<file path="src/rtl/button_direction_ctrl.sv">
// Button conditioning for the snake game: per-button synchroniser, debounce and
// press-pulse generation, plus the heading register that refuses 180-degree turns.
module button_direction_ctrl #(
    parameter int DEBOUNCE_CYCLES = 1000000,
    parameter int CNT_WIDTH       = 20
) (
    input  logic       CLK,
    input  logic       RESET,
    input  logic       BTN_LEFT,
    input  logic       BTN_RIGHT,
    input  logic       BTN_UP,
    input  logic       BTN_DOWN,
    output logic       LEFT,
    output logic       RIGHT,
    output logic       UP,
    output logic       DOWN,
    output logic [1:0] DIRECTION
);

    typedef enum logic [1:0] {
        DIR_UP    = 2'b00,
        DIR_RIGHT = 2'b01,
        DIR_DOWN  = 2'b10,
        DIR_LEFT  = 2'b11
    } dir_t;

    localparam logic [CNT_WIDTH-1:0] CNT_LAST = CNT_WIDTH'(DEBOUNCE_CYCLES - 1);
    localparam logic [CNT_WIDTH-1:0] CNT_MAX  = '1;
    localparam logic [CNT_WIDTH-1:0] CNT_ONE  = CNT_WIDTH'(1);

    // Channel index matches the heading encoding: 0 UP, 1 RIGHT, 2 DOWN, 3 LEFT.
    logic [3:0]           raw;
    logic [3:0]           sync1;
    logic [3:0]           sync2;
    logic [3:0]           level;
    logic [3:0]           level_q;
    logic [3:0]           pulse;
    logic [CNT_WIDTH-1:0] cnt [4];
    dir_t                 dir;

    assign raw = {BTN_LEFT, BTN_DOWN, BTN_RIGHT, BTN_UP};

    always_ff @(posedge CLK or posedge RESET) begin
        if (RESET) begin
            sync1 <= '0;
            sync2 <= '0;
        end else begin
            sync1 <= raw;
            sync2 <= sync1;
        end
    end

    always_ff @(posedge CLK or posedge RESET) begin
        if (RESET) begin
            level <= '0;
            for (int i = 0; i < 4; i++) cnt[i] <= '0;
        end else begin
            for (int i = 0; i < 4; i++) begin
                if (sync2[i] == level[i]) begin
                    cnt[i] <= '0;
                end else if (cnt[i] >= CNT_LAST) begin
                    level[i] <= sync2[i];
                    cnt[i]   <= '0;
                end else if (cnt[i] != CNT_MAX) begin
                    cnt[i] <= cnt[i] + CNT_ONE;
                end
            end
        end
    end

    // Rising edge of the debounced level only; releases are silent.
    always_ff @(posedge CLK or posedge RESET) begin
        if (RESET) begin
            level_q <= '0;
            pulse   <= '0;
        end else begin
            level_q <= level;
            pulse   <= level & ~level_q;
        end
    end

    // Priority UP > RIGHT > DOWN > LEFT; the first pulse that is not a reversal wins.
    always_ff @(posedge CLK or posedge RESET) begin
        if (RESET) begin
            dir <= DIR_RIGHT;
        end else begin
            if (pulse[0] && dir != DIR_DOWN) begin
                dir <= DIR_UP;
            end else if (pulse[1] && dir != DIR_LEFT) begin
                dir <= DIR_RIGHT;
            end else if (pulse[2] && dir != DIR_UP) begin
                dir <= DIR_DOWN;
            end else if (pulse[3] && dir != DIR_RIGHT) begin
                dir <= DIR_LEFT;
            end
        end
    end

    assign UP        = pulse[0];
    assign RIGHT     = pulse[1];
    assign DOWN      = pulse[2];
    assign LEFT      = pulse[3];
    assign DIRECTION = dir;

endmodule

</file>
<file path="config.mk">
export PLATFORM = sky130hd
export DESIGN_NAME = button_direction_ctrl
export DESIGN_NICKNAME = d
export VERILOG_FILES = /design/src/rtl/button_direction_ctrl.sv
export SDC_FILE = /design/constraint.sdc
export NUM_CORES = 1
export LEC_CHECK = 0
export CAP_MARGIN = 20
export CORE_ASPECT_RATIO = 0.9
export CORE_UTILIZATION = 40
export CTS_CLUSTER_SIZE = 10
export DETAILED_ROUTE_END_ITERATION = 16
export GPL_ROUTABILITY_DRIVEN = 0
export PLACE_DENSITY = 0.65
export SYNTH_ARGS = -nofsm -noshare
export SYNTH_HDL_FRONTEND = slang
export SYNTH_SLANG_ARGS = --single-unit
</file>
<file path="constraint.sdc">
create_clock -name CLK -period 8.8 [get_ports CLK]
set_input_delay 1.76 -clock CLK [delete_from_list [all_inputs] [get_ports CLK]]
set_output_delay 1.76 -clock CLK [all_outputs]
set_load 0.01 [all_outputs]
</file>
# Word level (Yosys, flattened, before mapping)
# Cells that the tools add are included.
word_totals:
  register_bits: 102
  out_inout_bits: 6
  word_cells: 68
classes:
  n_addsub: 4
  n_lt_le_gt_ge: 4
  n_eq_ne: 11
  mux: 16
  bitwise_logic: 6
  reduce_logical: 14
op_table:
  columns: ["op", "n"]
  rows:
  - ["20-bit 2-to-1 mux", 12]
  - ["20-bit by 1-bit adder with 20-bit output, second input constant", 4]
  - ["20-bit >= comparator, second input constant", 4]
  - ["20-bit inequality test, second input constant", 4]
  - ["3-bit nonzero test", 4]
  - ["2-bit 2-to-1 mux", 4]
  - ["2-bit AND reduction", 4]
  - ["4-bit AND", 1]
  - ["1-bit equality test", 4]
  - ["1-bit logical AND", 4]
  - ["2-bit inequality test, second input constant", 2]
  - ["1-bit inverter", 4]
  - ["4-bit inverter", 1]
  - ["4-bit nonzero test", 1]
  - ["2-bit by 1-bit inequality test with 1-bit output, second input constant", 1]
  - ["2-bit nonzero test", 1]

# Logic depth before layout (Yosys ltp)
depth:
  ltp_word: 6
  ltp_mapped: 7
  depth_no_buf: 6

# Worst setup path after synthesis
# OpenSTA, ideal clock, no wires.
synth_path:
  path_kind: "reg2out"
  start: "reg dir[0], in the netlist DIRECTION[0]"
  end: "out DIRECTION[0]"
  arrival_ns: 0.565
  required_ns: 7.040
  slack_ns: 6.475
  stages_incl_launch_ff: 1
  n_path_buf: 0
  path_cell_list: "dfstp_2"
synth_lines:
  columns: ["element", "line", "text"]
  rows:
  - ["start, declared", "39", "dir_t dir;"]
  - ["start signal, assigned", "85", "dir <= DIR_RIGHT;"]
  - ["start signal, assigned", "88", "dir <= DIR_UP;"]
  - ["start signal, assigned", "90", "dir <= DIR_RIGHT;"]
  - ["end, declared", "17", "output logic [1:0] DIRECTION"]
# No word-level cell between the ends.

# Final worst setup path
layout_path:
  start: "reg dir[0], in the netlist DIRECTION[0]"
  end: "out DIRECTION[0]"
# No word-level cell between the ends.

==> summary.md <==
| Metric | Value |
|---|---|
| Status | `finished clean` |
| Fraction of layout cells with a size suffix above 1 | `8.43%` |
| Element type at the critical path start | `flop` |
| Hold Crit Class | `flop to flop` |
| Clock Sinks | `102` |
| Crit-path cells | `clkdlybuf4s50_1` |
| CP top delay family | `flip-flops` |
| Crit. path cell count | `1` |
| CP Launch Point | `DIRECTION[0]$_DFFE_PP1P_` |
| Ys async rst share | `100%` |
| Root Driver | `clkbuf_16` |
| DR DRC count | `0` |
| Reg2reg start | `cnt[51]$_DFFE_PP0P_` |
| Top area cells in the synthesized netlist | `dfrtp_1 (50%), nor2_1 (5.8%), xor2_1 (4.7%), xnor2_1 (4.5%), nand3_1 (2.9%)` |
| TNS Setup | `0 ns` |
| Post-CTS resize count | `0` |
| CTS buffer count | `9` |
| Peak VDD IR | `0.000111 V` |
| Max-Cap Viols | `0` |
| CP endpoint kind | `output pin` |
| Die Y-Extent | `109 um` |
| Syn. warnings | `0` |
| Detailed Place HPWL | `6.64 mm` |
| Worst path bufs/invs | `1` |
| Vias per cell | `5.56` |
| Via count | `3,857` |
| Post-synth EDFFs | `0` |
| Period Utilization, post-route | `37.2%` |
| Worst endpoint required time | `7.04 ns` |
| Global route overflow | `0` |
| Max FO, Critical Path | `5` |
| CP max stage cell | `dfstp_2` |
| Chip width | `121 um` |
| Max Slew Vio Count | `0` |
| Clock period minus worst slack | `3.27 ns` |
| Measured slew at the worst slew-check pin | `0.899 ns` |
| Routed wire per std cell | `14.2 um` |
| RSZ-0062 raised after global routing | `no` |
| Worst setup endpoint | `DIRECTION[0]` |
| R2R depth | `5` |
| Fmax | `0.305 GHz` |
| Setup CP Type | `flop to output pin` |
| R2r setup slk | `6.33 ns` |
| Register bit count reported by yosys | `102` |
| Clock Skew | `0.00619 ns` |
| Layout area overhead | `12.1%` |
| Post-CTS setup buffers | `0` |
| First-pass GRT wire length | `17.0 mm` |
| Row cnt | `38` |
| Detailed Route WL | `9.85 mm` |
| # diodes | `0` |
| Sequential share of the synthesized area | `50.4%` |
| Core Footprint | `12,200 um^2` |
| Number of buffers inserted by hold repair at cts | `0` |
| Max H-tree Level | `3` |
| Remaining antenna violation count | `0` |
| Port buffer count | `11` |
| R2R Path End | `cnt[44]$_DFFE_PP0P_` |
| Number of global-route vias before repair | `3,621` |
| P per Cell Area | `159 nW/um^2` |
| Clock Path Buffers | `2` |
| Area leader, netlist | `dfrtp_1` |
| Worst slew margin | `39.5%` |
| Lkg Pwr | `2.32 nW` |
| Io pins | `12` |
| Gr usage total | `16.2%` |
| Yosys cell types | `53` |
| Die ar. | `13,100 um^2` |
| Top FF cell, synth | `dfrtp_1` |
| # setup viols final | `0` |
| Clk pin slew, worst setup/hold paths | `0.07 ns` |
| Hold_ws | `0.347 ns` |
| Drt first pass iters | `4` |
| CTS tree | `done` |
| Initial antenna violation count | `0` |
| Hold Fails Final Rpt | `0` |
| Nets | `539` |
| Avg Inst Size Synth | `9.86 um^2` |
| Top cell type's share of synthesized area | `49.9%` |
| Mapped cell area | `5070 um^2` |
| Pin count of the biggest net entering global routing | `90` |
| Initial DRC count | `252` |
| Data arrival, critical path | `1.51 ns` |
| Worst skew pair latency | `0.34 ns` |
| Placed cell count | `677` |
| Post-Synthesis Cells | `514` |
| Synth Net Count | `524` |
| Finished Layout Cells | `694` |
| CP max stage delay | `0.59 ns` |
| Initial core utilization | `41.5%` |
==> sequential cells by signal, summed over array words and instances, names as in the netlist <==
signal	cells
sync1	4
DIRECTION	2
sync2	4
level	4
level_q	4
cnt	80
pulse	4
==> worst min path at each step <==
| stage | from | end | slack, ns | cells past startpoint |
|---|---|---|---|---|
| 5_1_grt | sync1[0]$_DFF_PP0_ | sync2[0]$_DFF_PP0_ | 0.36 | 0 |
| 3_5_place_dp | sync1[0]$_DFF_PP0_ | sync2[0]$_DFF_PP0_ | 0.34 | 0 |
| 2_1_floorplan | sync1[0]$_DFF_PP0_ | sync2[0]$_DFF_PP0_ | 0.33 | 0 |
| 4_1_cts | sync1[0]$_DFF_PP0_ | sync2[0]$_DFF_PP0_ | 0.35 | 0 |
| 3_3_place_gp | sync1[1]$_DFF_PP0_ | sync2[1]$_DFF_PP0_ | 0.33 | 0 |
| 6_report | sync1[0]$_DFF_PP0_ | sync2[0]$_DFF_PP0_ | 0.35 | 0 |
==> cell usage after synthesis (12+ instances only) <==
cell / count
dfrtp_1: 101
xnor2_1: 26
o21ai_0: 15
nand4_1: 17
nor2_1: 78
nor3_1: 17
nand2_1: 28
xor2_1: 27
and3_1: 14
nand3_1: 29
a21oi_1: 22
inv_1: 12
==> layer usage <==
layer	GRT usage [%]	share of wire (%)	routed length [um]	vias up
met5	0	0	0	-
met4	6.26	1.3	127	0
met3	3.29	2.8	278	17
met2	25.4	46	4480	77
met1	22.2	50	4960	1871
li1	-	-	-	1892
==> metrics by stage <==
stage	area (um^2)	util (%)	power, mW	setup slack (ns)
6_report	5680	46.5	0.901	5.53
5_1_grt	5680	46.5	0.939	5.49
4_1_cts	5650	46.3	0.915	5.51
3_5_place_dp	5360	43.8	0.521	5.34
3_3_place_gp	5360	43.8	0.520	5.35
2_1_floorplan	5070	-	0.511	4.37
==> report_power, final <==
part           leakage [nW]  total [mW]  internal [mW]  switching, mW
Sequential             1.39       0.481          0.475        0.00607
Combinational         0.777      0.0317         0.0103         0.0213
Clock                 0.145       0.388          0.216          0.173
==> logic make-up (layout without fill, tap and decap cells) <==
| family | Yosys count | after routing | share of synthesized area, % |
|---|---|---|---|
| muxes | 10 | 10 | 2.10 |
| and+or+nand+nor | 233 | 233 | 23.5 |
| adders and majority gates | 4 | 4 | 0.987 |
| xor gates and xnor gates | 53 | 53 | 9.16 |
| DFF | 102 | 102 | 50.4 |
| AOI/OAI and AO/OA | 87 | 87 | 11.8 |
| buffers and inverters | 25 | 45 | 2.12 |
==> final cells by class <==
class	count	area (um^2)
Fill cell	1129	6540
Sequential cell	102	2550
Multi-Input combinational cell	387	2410
Clock buffer	12	267
Tap cell	160	200
Timing Repair Buffer	17	175
Inverter	12	47.5
Clock inverter	4	30.0
==> layout by cell type (no fill, tap or decap), types with 4 or more instances in the layout <==
cell,n
and4_1,7
o21ai_0,13
a21oi_1,22
nor3_1,17
nand2_1,28
o211ai_1,6
clkbuf_16,9
o2111ai_1,6
and2_1,4
dfrtp_1,101
xnor2_1,26
or3_1,6
nor2_1,78
clkdlybuf4s50_1,11
mux2i_1,5
ha_1,4
a31oi_1,4
o21ai_1,4
nand4_1,17
a211oi_1,9
buf_4,5
nand3_1,29
nor2b_1,7
and3_1,14
xor2_1,27
nor4_1,8
inv_1,11
mux2_2,5
or4_1,6
Note: power is estimated with default switching activity, not from simulation.
